<file path="config.mk">
export PLATFORM = sky130hd
export DESIGN_NAME = execute_alu_ccr
export DESIGN_NICKNAME = d
export VERILOG_FILES = /design/src/rtl/execute_alu_ccr.sv
export SDC_FILE = /design/constraint.sdc
export NUM_CORES = 1
export LEC_CHECK = 0
export CORE_ASPECT_RATIO = 1.4
export CORE_MARGIN = 1.5
export CORE_UTILIZATION = 60
export DETAILED_ROUTE_END_ITERATION = 8
export PLACE_DENSITY = 0.83
export SYNTH_ARGS = -nofsm -noshare
export SYNTH_HDL_FRONTEND = slang
export SYNTH_SLANG_ARGS = --single-unit
export TNS_END_PERCENT = 30
</file>
<file path="constraint.sdc">
create_clock -name clk -period 2.87 [get_ports clk]
set_input_delay 0.574 -clock clk [delete_from_list [all_inputs] [get_ports clk]]
set_output_delay 0.574 -clock clk [all_outputs]
set_load 0.005 [all_outputs]
</file>
<file path="src/rtl/execute_alu_ccr.sv">
// ============================================================================
// execute_alu_ccr
//
// Execute-stage ALU with a condition-code register (CCR = {C,N,Z}).
// Takes the decoded ALU op and operands from ID/EX and registers the result
// into the EX/MEM boundary with one cycle of latency. A one-deep CCR shadow
// is saved on interrupt entry and restored on RTI. The live flags are exported
// so the branch unit can resolve JZ/JN/JC.
//
// Ports
//   clk          rising-edge clock
//   rst_n        asynchronous active-low reset
//   in_valid     ID/EX holds a live instruction
//   alu_ctrl     ALU opcode (13-15 behave as PASSA)
//   op_a, op_b   operands; shift amount is op_b[4:0]
//   stall        freeze every register this cycle
//   flush        kill the instruction currently at the input
//   int_save     copy the (this-cycle updated) CCR into the shadow
//   rti_restore  load the CCR from the shadow
//   out_valid    result register holds a live instruction
//   result       registered ALU result
//   ccr          registered flags {C,N,Z}
// ============================================================================
module execute_alu_ccr #(
    parameter int DATA_W = 16,
    parameter int CTRL_W = 4
) (
    input  logic              clk,
    input  logic              rst_n,
    input  logic              in_valid,
    input  logic [CTRL_W-1:0] alu_ctrl,
    input  logic [DATA_W-1:0] op_a,
    input  logic [DATA_W-1:0] op_b,
    input  logic              stall,
    input  logic              flush,
    input  logic              int_save,
    input  logic              rti_restore,
    output logic              out_valid,
    output logic [DATA_W-1:0] result,
    output logic [2:0]        ccr
);

    localparam logic [CTRL_W-1:0] OP_PASSB = CTRL_W'(1);
    localparam logic [CTRL_W-1:0] OP_NOT   = CTRL_W'(2);
    localparam logic [CTRL_W-1:0] OP_INC   = CTRL_W'(3);
    localparam logic [CTRL_W-1:0] OP_DEC   = CTRL_W'(4);
    localparam logic [CTRL_W-1:0] OP_ADD   = CTRL_W'(5);
    localparam logic [CTRL_W-1:0] OP_SUB   = CTRL_W'(6);
    localparam logic [CTRL_W-1:0] OP_AND   = CTRL_W'(7);
    localparam logic [CTRL_W-1:0] OP_OR    = CTRL_W'(8);
    localparam logic [CTRL_W-1:0] OP_SHL   = CTRL_W'(9);
    localparam logic [CTRL_W-1:0] OP_SHR   = CTRL_W'(10);
    localparam logic [CTRL_W-1:0] OP_SETC  = CTRL_W'(11);
    localparam logic [CTRL_W-1:0] OP_CLRC  = CTRL_W'(12);

    logic              out_valid_q, out_valid_d;
    logic [DATA_W-1:0] result_q, result_d;
    logic [2:0]        ccr_q, ccr_d;
    logic [2:0]        shadow_q, shadow_d;

    logic              accept;
    logic [4:0]        shamt;
    logic [DATA_W:0]   sum_w;
    logic [DATA_W:0]   shl_w;
    logic [DATA_W:0]   shr_w;
    logic [DATA_W-1:0] alu_res;
    logic              c_new;
    logic              zn_upd;
    logic [2:0]        ccr_op;

    assign accept = in_valid & ~flush & ~stall;
    assign shamt  = op_b[4:0];

    // Shifts run one bit wider than the data so the last bit shifted out
    // lands in the extra position; amounts past DATA_W naturally give zero.
    assign shl_w = {1'b0, op_a} << shamt;
    assign shr_w = {op_a, 1'b0} >> shamt;

    // NOTE: every combinational output gets a default first, so no path
    // through the case statement can leave one unassigned and infer a latch.
    always_comb begin
        alu_res = op_a;
        c_new   = ccr_q[2];
        zn_upd  = 1'b0;
        sum_w   = '0;
        case (alu_ctrl)
            OP_PASSB: begin alu_res = op_b;  zn_upd = 1'b1; end
            OP_NOT:   begin alu_res = ~op_a; zn_upd = 1'b1; end
            OP_AND:   begin alu_res = op_a & op_b; zn_upd = 1'b1; end
            OP_OR:    begin alu_res = op_a | op_b; zn_upd = 1'b1; end
            OP_INC: begin
                sum_w   = {1'b0, op_a} + (DATA_W+1)'(1);
                alu_res = sum_w[DATA_W-1:0];
                c_new   = sum_w[DATA_W];
                zn_upd  = 1'b1;
            end
            OP_DEC: begin
                // Top bit of the widened difference is the borrow.
                sum_w   = {1'b0, op_a} - (DATA_W+1)'(1);
                alu_res = sum_w[DATA_W-1:0];
                c_new   = sum_w[DATA_W];
                zn_upd  = 1'b1;
            end
            OP_ADD: begin
                sum_w   = {1'b0, op_a} + {1'b0, op_b};
                alu_res = sum_w[DATA_W-1:0];
                c_new   = sum_w[DATA_W];
                zn_upd  = 1'b1;
            end
            OP_SUB: begin
                sum_w   = {1'b0, op_a} - {1'b0, op_b};
                alu_res = sum_w[DATA_W-1:0];
                c_new   = sum_w[DATA_W];
                zn_upd  = 1'b1;
            end
            OP_SHL: begin
                alu_res = shl_w[DATA_W-1:0];
                zn_upd  = 1'b1;
                if (shamt != 5'd0) c_new = shl_w[DATA_W];
            end
            OP_SHR: begin
                alu_res = shr_w[DATA_W:1];
                zn_upd  = 1'b1;
                if (shamt != 5'd0) c_new = shr_w[0];
            end
            OP_SETC: c_new = 1'b1;
            OP_CLRC: c_new = 1'b0;
            default: ;  // PASSA and 13-15: pass op_a, flags untouched
        endcase
    end

    always_comb begin
        // Flags as they stand after this cycle's op, before any RTI override;
        // this is also what an interrupt save captures.
        ccr_op = ccr_q;
        if (accept) begin
            ccr_op[2] = c_new;
            if (zn_upd) ccr_op[1:0] = {alu_res[DATA_W-1], (alu_res == '0)};
        end
        ccr_d       = rti_restore ? shadow_q : ccr_op;
        // A simultaneous restore keeps the old shadow.
        shadow_d    = (int_save & ~rti_restore) ? ccr_op : shadow_q;
        result_d    = accept ? alu_res : result_q;
        out_valid_d = accept;
    end

    // NOTE: state registers use non-blocking assignments so every flop
    // samples the pre-edge values regardless of process ordering.
    always_ff @(posedge clk or negedge rst_n) begin
        if (!rst_n) begin
            out_valid_q <= 1'b0;
            result_q    <= '0;
            ccr_q       <= 3'b000;
            shadow_q    <= 3'b000;
        end else if (!stall) begin
            out_valid_q <= out_valid_d;
            result_q    <= result_d;
            ccr_q       <= ccr_d;
            shadow_q    <= shadow_d;
        end
    end

    assign out_valid = out_valid_q;
    assign result    = result_q;
    assign ccr       = ccr_q;

endmodule

</file>
==> out/metrics.yaml, run 1 <==
status: "aborted with a tool error"
dpl.hpwl_um: 26900
grt_max_degree: 28
htree_levels: 1
synth_warnings: 0
ys.flop_type: "dfrtp_1"
async_flop_share_pct: 100
ys_seq_elements: 23
grt_pass1_wl_um: 84400
synth.most_common_cell: "nand2_1"
syn_avg_cell_area_sq_um: 7.27
die_h_um: 129
synth.top_cell.area_share_pct: 10.2
stop_stage: "5_1_grt"
cts_hold_buf: 0
netlist_instances: 932
synth-seq-area-share_pct: 8.49
start_util_pct: 62.1
first_global_vias: 13600
rows: 45
yosysTopAreaCell: "ha_1"
synth.area.top_cells: "ha_1 (10%), dfrtp_1 (8.5%), mux4_2 (8.0%)"
cts_root_buf: "clkbuf_16"
synth.top_cells.by_count: "nand2_1 (97), o21ai_0 (66), nor2_1 (64)"
numCtsBuffers: 3
yosysUniqueCellTypes: 88
die_w_um: 92.8
synth_edf_count: 0
io_buffers: 62
io_pins: 63
synth_fp_nets: 1032
clk_path_buf_depth: 2
syn-cell-area_sq_um: 6780
clock_sinks: 23
gp_congestion: 1.20
grtUsageTotal_pct: 91.6
place_inst: 1364
error_line: "[ERROR GRT-0116] Global routing finished with congestion. Check the congestion regions in the DRC Viewer."
overflow: 591
pre_cts_ws_ns: -1.18
per-layer routing:
metal  global-route usage [%]  GRT overflow
met1                     82.9             9
met2                      114           396
met3                     73.3            10
met4                      106           173
met5                     36.3             3
per-stage QoR:
stage	instance area [sq um]	hold slack [ns]
2_1_floorplan	7060	0.278
3_3_place_gp	9730	0.462
3_5_place_dp	9730	0.470
4_1_cts	10500	0.488
timing repair:
action | CTS
setup endpoints to repair | 22
pin swaps | 55
setup buffers | 34
resized for setup | 183
kinds of logic after synthesis:
logic type | after synthesis | synth area share, %
AO/OA/AOI/OAI | 312 | 32.0
XOR/XNOR | 23 | 2.97
adder cells (fa/ha/maj) | 57 | 10.7
buffers and inverters | 136 | 8.66
flip-flops | 23 | 8.49
multiplexers | 54 | 12.6
AND/OR/NAND/NOR | 327 | 24.6
==> run 2, diff against run 1 <==
--- a/config.mk
+++ b/config.mk
@@ -5,11 +5,10 @@
 export SDC_FILE = /design/constraint.sdc
 export NUM_CORES = 1
 export LEC_CHECK = 0
-export CORE_ASPECT_RATIO = 1.4
 export CORE_MARGIN = 1.5
-export CORE_UTILIZATION = 60
+export CORE_UTILIZATION = 40
 export DETAILED_ROUTE_END_ITERATION = 8
-export PLACE_DENSITY = 0.83
+export PLACE_DENSITY_LB_ADDON = 0.15
 export SYNTH_ARGS = -nofsm -noshare
 export SYNTH_HDL_FRONTEND = slang
 export SYNTH_SLANG_ARGS = --single-unit
==> out/metrics.yaml, run 2 <==
synth-seq-area-share_pct: 8.49  # unchanged
die_w_um: 133  # +43%
clock_sinks: 23  # unchanged
status: "complete, but fails checks"
clkLatencyLatePin_ns: 0.25
hold_viol_final: 0
r2r-start: "ccr[2]$_DFFE_PN0N_"
synth_warnings: 0  # unchanged
cts_hold_buf: 0  # unchanged
setup_viol: 14
ant_nets: 0
hold_slack_ns: 0.463
n_antenna_cell: 0
reg2reg_depth: 9
skew_ns: 0.000325
synth_fp_nets: 1032  # unchanged
io_buffers: 62  # unchanged
io_pins: 63  # unchanged
first_global_vias: 9010
whs_path_depth: 2
clk_path_buf_depth: 2  # unchanged
cts_tree: "done"
async_flop_share_pct: 100  # unchanged
drcViolationCount: 0
core-area_sq_um: 16600
htree_levels: 1  # unchanged
maxCapViolations: 0
start_util_pct: 40.9  # -21 points
hold_start: "result[4]$_DFFE_PN0P_"
tightest_slew_ns: 0.669
dr_total_vias: 9301
synth.most_common_cell: "nand2_1"
p_total_mw: 2.74
cp.arrival_ns: 3.53
drt_iter0_markers: 1099
via_per_inst: 6.14
syn_avg_cell_area_sq_um: 7.27  # unchanged
synth.top_cells.by_count: "nand2_1 (97), o21ai_0 (66), nor2_1 (64)"
critical_path_required_ns: 3.04
ir_drop_uv: 344
syn-cell-area_sq_um: 6780  # unchanged
fin_area_sq_um: 11200
start_kind: "input port"
cts.clk_slew.worst_paths_ns: 0.06
worstSetupPathType: "in -> reg"
cts_root_buf: "clkbuf_16"
die_h_um: 133  # +3.4%
rsz0062_at_grt: "yes"
ys.flop_type: "dfrtp_1"
numCtsBuffers: 3  # unchanged
grt_pass1_wl_um: 51900
layout_common_cells: "buf_4 (351), nand2_1 (93), nor2_1 (61)"
grt_max_degree: 28
ys_seq_elements: 23  # unchanged
dpl_cell_area_sq_um: 10200  # +4.4%
drv_slew: 0
wirelength_um: 33800
synth.top_cell.area_share_pct: 10.2  # unchanged
crit_start: "op_a[3]"
timing.final.ws_setup_ns: -0.486
synth_edf_count: 0  # unchanged
max_freq_mhz: 298
min_period_ns: 3.36
syn2layout_area_growth_pct: 65.3
floorplan.die_area_sq_um: 17700
rows: 47  # +4.4%
netlist_instances: 932  # unchanged
dpl.hpwl_um: 27200  # +1.5%
final_nets: 1396
worstPathMaxFanout: 2
antenna_found_initial: 0
max_slew_margin_pct: 55.4
finalSetupTns_ns: -2.04
yosysUniqueCellTypes: 88  # unchanged
overflow: 0
p_leak_nw: 4.95
layout-drive-gt1-share_pct: 44.6
yosysTopAreaCell: "ha_1"
violations: "negative setup slack"
critPathCaptureType: "flip-flop"
drt_pre_antenna_iters: 6
finalCritPeriodShare_pct: 117
p_per_area_nw_per_um2: 245
largest_reg_flops: 16
grtUsageTotal_pct: 37.6
hp-class: "reg -> reg"
detail_route.wl_per_cell_um: 22.3
gp_congestion: 1.00  # -16%
synth.area.top_cells: "ha_1 (10%), dfrtp_1 (8.5%), mux4_2 (8.0%)"
layout_commonest_cell: "buf_4"
==> run 2: cell type report <==
cell class                      count  area (sq um)
Clock buffer                        4          78.8
Fill cell                        1458          5380
Inverter                           51           223
Multi-Input combinational cell    773          6370
Sequential cell                    23           576
Tap cell                          220           275
Timing Repair Buffer              444          3690
==> run 2: metrics by stage <==
step	utilization, %	worst slack [ns]	cells
floorplan	-	-0.322	932
global placement	61.3	-1.19	1479
detailed placement	61.3	-1.24	1479
CTS	66.0	-0.473	1509
global route	67.6	-0.688	1515
finish	67.6	-0.486	1515
==> run 2: critical path: stages <==
cell	delay [ns]
buf_8	0.10
or4_4	0.54
or4_4	0.45
xnor2_2	0.15
a2111oi_2	0.36
o211ai_1	0.22
a222oi_1	0.41
and4_1	0.29
o2111a_1	0.21
nand2_2	0.07
o211ai_2	0.14
==> run 2: where the power goes <==
part	internal [mW]	switching [mW]
logic	1.04	0.991
registers	0.390	0.0382
clock network	0.189	0.101
total	1.61	1.13
==> run 2: what timing repair did <==
action	CTS	global route
gates resized for setup	208	47
setup endpoints to repair	21	18
pin swaps	61	33
buffers inserted	25	6
gates cloned	1	0
==> run 2: kinds of logic (layout without fill, tap and decap cells) <==
| kind of cell | after synthesis | in the layout | synth area share, % |
|---|---|---|---|
| and+or+nand+nor | 327 | 327 | 24.6 |
| AOI/OAI and AO/OA | 312 | 312 | 32.0 |
| buffers and inverters | 136 | 499 | 8.66 |
| adders and majority gates | 57 | 57 | 10.7 |
| muxes | 54 | 54 | 12.6 |
| xor gates and xnor gates | 23 | 23 | 2.97 |
| DFF | 23 | 23 | 8.49 |
==> run 2: per-layer routing <==
metal | global-route usage [%] | share of wire, % | up-vias
met5 | 0 | 0 | -
met1 | 51.6 | 42 | 4396
met4 | 13.3 | 4.0 | 0
li1 | - | - | 4242
met2 | 61.0 | 45 | 575
met3 | 4.60 | 9.4 | 88
==> run 2: path summary, 6_finish.rpt <==
check,to,slack (ns)
max reg2reg,ccr[2]$_DFFE_PN0N_,0.91
min in group asynchronous,result[2]$_DFFE_PN0P_,0.68
min reg2reg,result[4]$_DFFE_PN0P_,0.46
max,ccr[0]$_DFFE_PN0N_,-0.49
max in group asynchronous,ccr[1]$_DFFE_PN0N_,1.97
min,result[4]$_DFFE_PN0P_,0.46
Note: power is estimated with default switching activity, not from simulation.
